**src/rtl/rtl_bd.sv**
```systemverilog
// rtl_bd -- ADC sample bank.
//
// Decimates a free-running ADC stream. It takes one sample every DIV clocks
// and keeps the last 2**AVG_LOG2 samples in a shift-register history bank.
// BD_DATA_0 shows the newest captured sample. BD_DATA_1 shows the floor mean
// of the window.
// Define RTL_BD_PEAK_HOLD_EN to make BD_DATA_1 the window peak instead. That
// build does not include the running-sum register.
//
// Ports
//   clk            in   1       single clock, rising edge
//   rst            in   1       synchronous reset, active-low
//   conversor_adc  in   DATA_W  raw ADC sample, looked at on strobe cycles only
//   BD_DATA_0      out  DATA_W  newest captured sample, registered
//   BD_DATA_1      out  DATA_W  window mean (or peak), registered
//
// Parameters
//   DATA_W    sample width
//   DIV       decimation factor, >= 1
//   AVG_LOG2  log2 of window depth, 1..4
module rtl_bd #(
  parameter int unsigned DATA_W   = 8,
  parameter int unsigned DIV      = 4,
  parameter int unsigned AVG_LOG2 = 2
) (
  input  logic              clk,
  input  logic              rst,
  input  logic [DATA_W-1:0] conversor_adc,
  output logic [DATA_W-1:0] BD_DATA_0,
  output logic [DATA_W-1:0] BD_DATA_1
);

  localparam int unsigned N     = 1 << AVG_LOG2;
  localparam int unsigned CNT_W = (DIV > 1) ? $clog2(DIV) : 1;

  logic [CNT_W-1:0]  r_cnt;
  logic              w_strobe;
  logic [DATA_W-1:0] r_hist [N];
  logic [DATA_W-1:0] w_result;

  // With DIV==1 the counter stays at 0, so the strobe is asserted every cycle.
  assign w_strobe = (r_cnt == CNT_W'(DIV - 1));

  always_ff @(posedge clk) begin
    if (!rst) begin
      r_cnt     <= '0;
      BD_DATA_0 <= '0;
      BD_DATA_1 <= '0;
      for (int unsigned i = 0; i < N; i++) begin
        r_hist[i] <= '0;
      end
    end else begin
      if (w_strobe) begin
        r_cnt <= '0;
      end else begin
        r_cnt <= r_cnt + CNT_W'(1);
      end
      if (w_strobe) begin
        r_hist[0] <= conversor_adc;
        for (int unsigned i = 1; i < N; i++) begin
          r_hist[i] <= r_hist[i-1];
        end
        BD_DATA_0 <= conversor_adc;
        BD_DATA_1 <= w_result;
      end
    end
  end

`ifdef RTL_BD_PEAK_HOLD_EN
  // The new window is the incoming sample plus h[0..N-2]. h[N-1] is about to
  // be dropped, so it is not part of the comparison.
  always_comb begin
    w_result = conversor_adc;
    for (int unsigned i = 0; i < N - 1; i++) begin
      if (r_hist[i] > w_result) begin
        w_result = r_hist[i];
      end
    end
  end
`else
  localparam int unsigned SUM_W = DATA_W + AVG_LOG2;

  logic [SUM_W-1:0] r_sum;
  logic [SUM_W-1:0] w_sum_next;

  // r_sum always contains h[N-1], so the subtraction cannot underflow.
  assign w_sum_next = r_sum + SUM_W'(conversor_adc) - SUM_W'(r_hist[N-1]);
  assign w_result   = w_sum_next[SUM_W-1:AVG_LOG2];

  always_ff @(posedge clk) begin
    if (!rst) begin
      r_sum <= '0;
    end else if (w_strobe) begin
      r_sum <= w_sum_next;
    end
  end
`endif

endmodule

```
**config.mk**
```make
export PLATFORM = sky130hd
export DESIGN_NAME = rtl_bd
export DESIGN_NICKNAME = d
export VERILOG_FILES = /design/src/rtl/rtl_bd.sv
export SDC_FILE = /design/constraint.sdc
export NUM_CORES = 1
export LEC_CHECK = 0
export ABC_AREA = 1
export CORE_MARGIN = 1
export CORE_UTILIZATION = 50
export DETAILED_ROUTE_END_ITERATION = 7
export PLACE_DENSITY = 0.72
export SLEW_MARGIN = 30
export SYNTH_ARGS = -nofsm -noshare
export SYNTH_HDL_FRONTEND = slang
export SYNTH_SLANG_ARGS = --single-unit
```
**constraint.sdc**
```tcl
create_clock -name clk -period 2.15 [get_ports clk]
set_input_delay 0.215 -clock clk [delete_from_list [all_inputs] [get_ports clk]]
set_output_delay 0.215 -clock clk [all_outputs]
set_load 0.05 [all_outputs]
```
==> flow_summary.json, run 1 <==
{
  "clkLatencyLatePin_ns": 0.29,
  "reg2reg_from": "BD_DATA_1[3]",
  "power.total_uw": 2400,
  "grt_pass1_wl_um": 7160,
  "finClkSkew_ns": 0.00244,
  "core-area_um2": 4850,
  "wl_met2_um": 1950,
  "yosysTopAreaCell": "edfxtp_1",
  "start_util": 0.533,
  "ys_ff_latch": 52,
  "vias": 1777,
  "path_max_fanout": 4,
  "clockBufferDepth": 2,
  "min_period_over_period": 0.963,
  "synthesis.nets": 315,
  "dieHeight_um": 73.9,
  "root_buffer": "clkbuf_8",
  "hold_class": "reg2reg",
  "antenna_found_initial": 0,
  "diodes": 0,
  "final_core_util": 0.647,
  "routabilityCongestion": 0.819,
  "postCtsSetupRepairBufs": 0,
  "core.rowCount": 25,
  "first_global_vias": 1641,
  "whs_ns": 0.427,
  "start_kind": "primary input",
  "io-pin-count": 26,
  "cts_tree": "built",
  "pre_cts_ws_ns": -0.298,
  "grt_overflow": 0,
  "fp.dieW_um": 73.9,
  "first_pass_iters": 4,
  "hp-start": "r_cnt[0]",
  "setup-violations-final": 0,
  "drc_errors": 0,
  "crit_required_ns": 2.35,
  "met1Wirelength_um": 2080,
  "max_clock_freq_ghz": 0.483,
  "r2r_cells": 9,
  "synth_top_area_share": 0.372,
  "hold_viol_final": 0,
  "rsz0062_at_grt": "yes",
  "seq_area_frac_synth": 0.527,
  "worst_pin_slew_ns": 0.508,
  "slew_headroom": 0.660,
  "holdPathStages": 1,
  "peakVddDrop_v": 0.000469,
  "worstSetupPathType": "in2reg",
  "synthToLayoutAreaGrowth_pct": 21.4,
  "status": "finished clean",
  "dr_wl_met3_um": 123,
  "final_nets": 349,
  "cts_max_level": 2,
  "startpoint": "conversor_adc[5]",
  "postRouteWirelength_um": 4230,
  "drt_iter0_drc": 86,
  "dieArea_um2": 5460,
  "hpwl_um": 2970,
  "drive_gt1_frac": 0.121,
  "grt_max_degree": 41,
  "p_per_area_nw_per_um2": 764,
  "synth_area_leaders": "edfxtp_1, dfxtp_1, inv_1",
  "grt_use_total": 0.174,
  "wire_per_inst_um": 10.9,
  "io_buffers": 25,
  "dr.max_layer_used": "met4",
  "avgSynthCellArea_um2": 9.03,
  "clk_pin_slew_worst_paths_ns": 0.09,
  "final_max_slew_viol_count": 0,
  "yosysUniqueCellTypes": 26,
  "antenna_left": 0,
  "numClockSinks": 52,
  "worstSetupEndpointType": "flip-flop",
  "via_per_inst": 4.58,
  "ys_warn_count": 0,
  "cp.arrival_ns": 2.27,
  "finalSetupTns_ns": 0,
  "cap_violations": 0,
  "syn_inst": 286,
  "mappedNetlistArea_um2": 2580,
  "p_leak_uw": 0.00140,
  "cts_buffers": 5,
  "fin_crit_ns": 2.07,
  "setup_slack_ns": 0.0806
}
-- critical path: stages --
cell	delay [ns]
clkdlybuf4s50_1	0.45
inv_1	0.07
fa_1	0.53
inv_1	0.04
ha_1	0.34
a21oi_1	0.26
o21a_1	0.17
nand3_1	0.07
nand3_1	0.08
nand2_1	0.04
-- where the power goes --
group / switching (uW) / total, uW / leakage, uW / internal [uW]
clock: 301 / 647 / 0.0000552 / 346
combinational: 346 / 604 / 0.000853 / 258
sequential: 23.4 / 1140 / 0.000495 / 1120
total: 671 / 2400 / 0.00140 / 1720
-- kinds of logic after synthesis --
kind of cell	share of synthesized area
xor gates and xnor gates	0.00339
and+or+nand+nor	0.171
AOI/OAI and AO/OA	0.0509
adders and majority gates	0.115
buffers and inverters	0.133
DFF	0.527
-- path summary, 6_finish.rpt --
| path | slack, ns | endpoint |
|---|---|---|
| setup / recovery | 0.08 | BD_DATA_1[6] |
| setup reg to reg | 0.11 | BD_DATA_1[6] |
| hold / removal | 0.43 | r_cnt[0] |
| hold reg to reg | 0.43 | r_cnt[0] |
-- flip-flops by register name (all words and copies together) (netlist names) --
signal and flops:
r_hist 32, r_cnt 2, BD_DATA_0 8, BD_DATA_1 8
r_sum 2
-- synth_stat cells --
cell,count
dfxtp_1,20
xor2_1,1
edfxtp_1,32
inv_2,2
clkinv_1,1
nor2_1,41
nor2_2,1
nand4_1,1
o22ai_1,2
ha_1,11
nand2_2,2
a21o_1,1
a21oi_2,1
clkbuf_1,4
o21a_1,1
nor2_4,1
inv_1,67
nand3b_1,2
nand2_1,48
o21ai_1,2
buf_4,8
o21ai_0,12
buf_2,1
fa_1,8
nand3_1,11
a21oi_1,5
-- layer usage --
layer,up-vias,global-route usage
li1,929,-
met1,812,0.232
met2,29,0.286
met3,7,0.0288
met4,0,0.0641
met5,-,0
-- stage by stage --
| stage | area (um2) | cells |
|---|---|---|
| 6_report | 3140 | 388 |
| 3_3_place_gp | 2960 | 380 |
| 4_1_cts | 3070 | 388 |
| 2_1_floorplan | 2580 | 286 |
| 3_5_place_dp | 2960 | 380 |
| 5_1_grt | 3140 | 388 |
-- cells in the final DEF, fill, tap and decap left out, drive strengths merged, types with 2 or more instances in the layout --
cell type and n:
a21oi 6, buf 15, clkbuf 6, clkdlybuf4s50 25
clkinv 2, dfxtp 20, edfxtp 32, fa 8
ha 11, inv 69, nand2 50, nand3 11
nand3b 2, nor2 43, o21ai 14, o22ai 2
-- layout make-up --
type | instances | area, um2
Clock buffer | 6 | 72.6
Clock inverter | 2 | 35.0
Fill cell | 408 | 1710
Inverter | 70 | 263
Multi-Input combinational cell | 151 | 945
Sequential cell | 52 | 1360
Tap cell | 67 | 83.8
Timing Repair Buffer | 40 | 375
-- timing repair --
action / CTS / global route
endpoints found under the hold margin: 0 / 0
resized for setup: 0 / 10
hold buffers: 0 / 0
endpoints found under the setup margin: 0 / 7
(Power assumes the default switching activity.)
==> run 2: changes to the inputs <==
--- a/config.mk
+++ b/config.mk
@@ -5,11 +5,10 @@
 export SDC_FILE = /design/constraint.sdc
 export NUM_CORES = 1
 export LEC_CHECK = 0
-export ABC_AREA = 1
 export CORE_MARGIN = 1
-export CORE_UTILIZATION = 50
+export CORE_UTILIZATION = 35
 export DETAILED_ROUTE_END_ITERATION = 7
-export PLACE_DENSITY = 0.72
+export PLACE_DENSITY = 0.54
 export SLEW_MARGIN = 30
 export SYNTH_ARGS = -nofsm -noshare
 export SYNTH_HDL_FRONTEND = slang
==> run 2 against run 1 <==
Compared with the run above:
- the run now ends with setup timing left
- sequential share of layout area decreased by 3.0 points
- critical path type unchanged
- die area grew 46%
- sequential power barely moved
- utilization is 18 points lower
- critical path depth stayed put
- synthesized area grew 2.9%
- clock skew rose by 0.0046 ns
- highest routed layer unchanged
- via count increased by 2.9%
- final cell count down 0.77%
- hold slack better by 0.0081 ns
- combinational power is 25% higher
==> flow_summary.json, run 2 <==
{
  "setup-violations-final": 5,
  "first_global_vias": 1649,
  "core.rowCount": 31,
  "fin_area_um2": 3380,
  "p_leak_uw": 0.00154,
  "p_per_area_nw_per_um2": 738,
  "routabilityCongestion": 0.821,
  "grt_pass1_wl_um": 8080,
  "whs_ns": 0.435,
  "fp.dieW_um": 89.1,
  "peakVddDrop_v": 0.000318,
  "regMostFlops": "r_hist",
  "cap_violations": 0,
  "slew_headroom": 0.542,
  "postRouteWirelength_um": 4910,
  "holdPathStages": 1,
  "dr_wl_met3_um": 182,
  "drc_errors": 0,
  "worst_pin_slew_ns": 0.686,
  "ys_warn_count": 0,
  "crit_required_ns": 2.41,
  "via_per_inst": 4.75,
  "root_buffer": "clkbuf_8",
  "hold_viol_final": 0,
  "io_buffers": 25,
  "wl_met2_um": 2220,
  "startpoint": "conversor_adc[3]",
  "synthesis.nets": 276,
  "core-area_um2": 7290,
  "max_clock_freq_ghz": 0.438,
  "ctsHoldBuffers": 0,
  "reg2reg_slack_ns": -0.12,
  "finClkSkew_ns": 0.00705,
  "postSynth.asyncResetShare": 0,
  "r2r_end": "BD_DATA_1[7]",
  "largest_reg_flops": 32,
  "clk_pin_slew_worst_paths_ns": 0.10,
  "grt_max_degree": 54,
  "pwr-share-seq": 0.461,
  "layout.cells.non_filler": 385,
  "clkPwrFrac": 0.235,
  "min_to": "r_cnt[0]",
  "dp.cells": 374,
  "synth_most_common_cell": "inv_1",
  "r2r_cells": 9,
  "drt_iter0_drc": 71,
  "hp-start": "r_cnt[0]",
  "dieArea_um2": 7950,
  "yosysUniqueCellTypes": 39,
  "final_nets": 314,
  "met1Wirelength_um": 2470,
  "dr.max_layer_used": "met4",
  "reg_top3": "r_hist: 32 flops, BD_DATA_0: 8 flops, BD_DATA_1: 8 flops",
  "final_core_util": 0.463,
  "cts_tree": "built",
  "dpl-instance-area_um2": 3110,
  "setup_slack_ns": -0.133,
  "path_max_fanout": 3,
  "dieHeight_um": 89.1,
  "synthToLayoutAreaGrowth_pct": 27.1,
  "syn_inst": 247,
  "first_pass_iters": 4,
  "grt_use_total": 0.135,
  "cp.arrival_ns": 2.54,
  "p_sw_frac": 0.313,
  "reg2reg_from": "r_sum[1]",
  "mappedNetlistArea_um2": 2660,
  "final_max_slew_viol_count": 0,
  "cts_max_level": 2,
  "finalSetupTns_ns": -0.437,
  "synth_edf_count": 32,
  "wire_per_inst_um": 12.7,
  "ys_ff_latch": 52,
  "mostFrequentLayoutCells": "inv_1, and3_1, edfxtp_1",
  "rsz0062_at_grt": "yes",
  "avgSynthCellArea_um2": 10.8,
  "worstSetupEndpointType": "flip-flop",
  "seq_area_frac_synth": 0.512,
  "antenna_left": 0,
  "clockBufferDepth": 2,
  "min_period_over_period": 1.06,
  "clkLatencyLatePin_ns": 0.31,
  "diodes": 0,
  "vias": 1829,
  "switchingPower_uw": 781,
  "fin_crit_ns": 2.28,
  "combPwrFrac": 0.304,
  "hpwl_um": 3190,
  "grt_overflow": 0,
  "synth_area_leaders": "edfxtp_1, dfxtp_1, and3_1",
  "intPower_uw": 1710,
  "violations": "setup timing",
  "synthTopCellsByCount": "inv_1, and3_1, edfxtp_1",
  "start_kind": "primary input",
  "yosysTopAreaCell": "edfxtp_1",
  "synthFlopType": "edfxtp_1",
  "worstSetupPathType": "in2reg",
  "layout_commonest_cell": "inv_1",
  "status": "finished with violations",
  "synth_top_area_share": 0.362,
  "antenna_found_initial": 0,
  "drive_gt1_frac": 0.213,
  "hold_class": "reg2reg",
  "start_util": 0.364,
  "cts_buffers": 5,
  "numClockSinks": 52,
  "io-pin-count": 26
}
run 2: cell count changes in the layout (fill, tap and decap cells not counted), moves of 6 or more:
cell	before	now
inv_1	66	34
nor2_1	41	7
o21ai_0	12	1
nand2_1	46	8
a21o_1	1	9
buf_4	14	26
and3_1	0	32
nand3_1	10	4
run 2: worst max-delay path by stage:
stage,cells after the start,end
3_5_place_dp,10,BD_DATA_1[5]
3_3_place_gp,10,BD_DATA_1[5]
4_1_cts,9,BD_DATA_1[5]
5_1_grt,9,BD_DATA_1[7]
2_1_floorplan,8,BD_DATA_1[5]
6_report,10,BD_DATA_1[7]
run 2: cell type report:
cell class                      count  area, um2
Inverter                           37        139
Clock inverter                      3       25.0
Tap cell                           99        124
Clock buffer                        5       68.8
Fill cell                         695       3910
Timing Repair Buffer               52        452
Multi-Input combinational cell    137       1210
Sequential cell                    52       1360
run 2: critical path, cell delays in order:
cell	delay (ns)
clkdlybuf4s50_1	0.49
inv_1	0.08
fa_1	0.53
inv_1	0.06
ha_4	0.29
o21ai_4	0.06
nor4_1	0.27
nor2_1	0.15
mux2_4	0.32
nand3_2	0.06
run 2: timing repair:
item                       CTS  global route
pin swaps                   11            10
gates resized for setup     20            15
buffers inserted             2             2
cloned                       0             0
setup endpoints to repair    8             8
run 2: kinds of logic (layout without fill, tap and decap cells):
logic type	Yosys count	in the layout	share of synthesized area
compound gates	39	39	0.0989
xor+xnor	2	2	0.00659
fa+ha+maj	19	19	0.112
buf+inv	58	97	0.0942
flops	52	52	0.512
mux	5	5	0.0207
simple gates	72	72	0.155
run 2: routing by layer:
metal,up-vias,global-route usage
li1,919,-
met1,874,0.198
met2,30,0.205
met3,6,0.0249
met4,0,0.0346
met5,-,0
run 2: power groups by stage:
stage | clock network [uW] | logic, uW | registers, uW
CTS | 615 | 676 | 1150
global placement | 0 | 598 | 1170
detailed placement | 0 | 602 | 1170
floorplan | 0 | 394 | 1190
global route | 657 | 831 | 1160
finish | 586 | 757 | 1150
run 2: stage by stage:
stage	power (uW)	setup WS, ns
detailed placement	1770	-0.597
CTS	2440	-0.144
floorplan	1580	0.00630
global route	2650	-0.211
finish	2490	-0.133
global placement	1770	-0.605
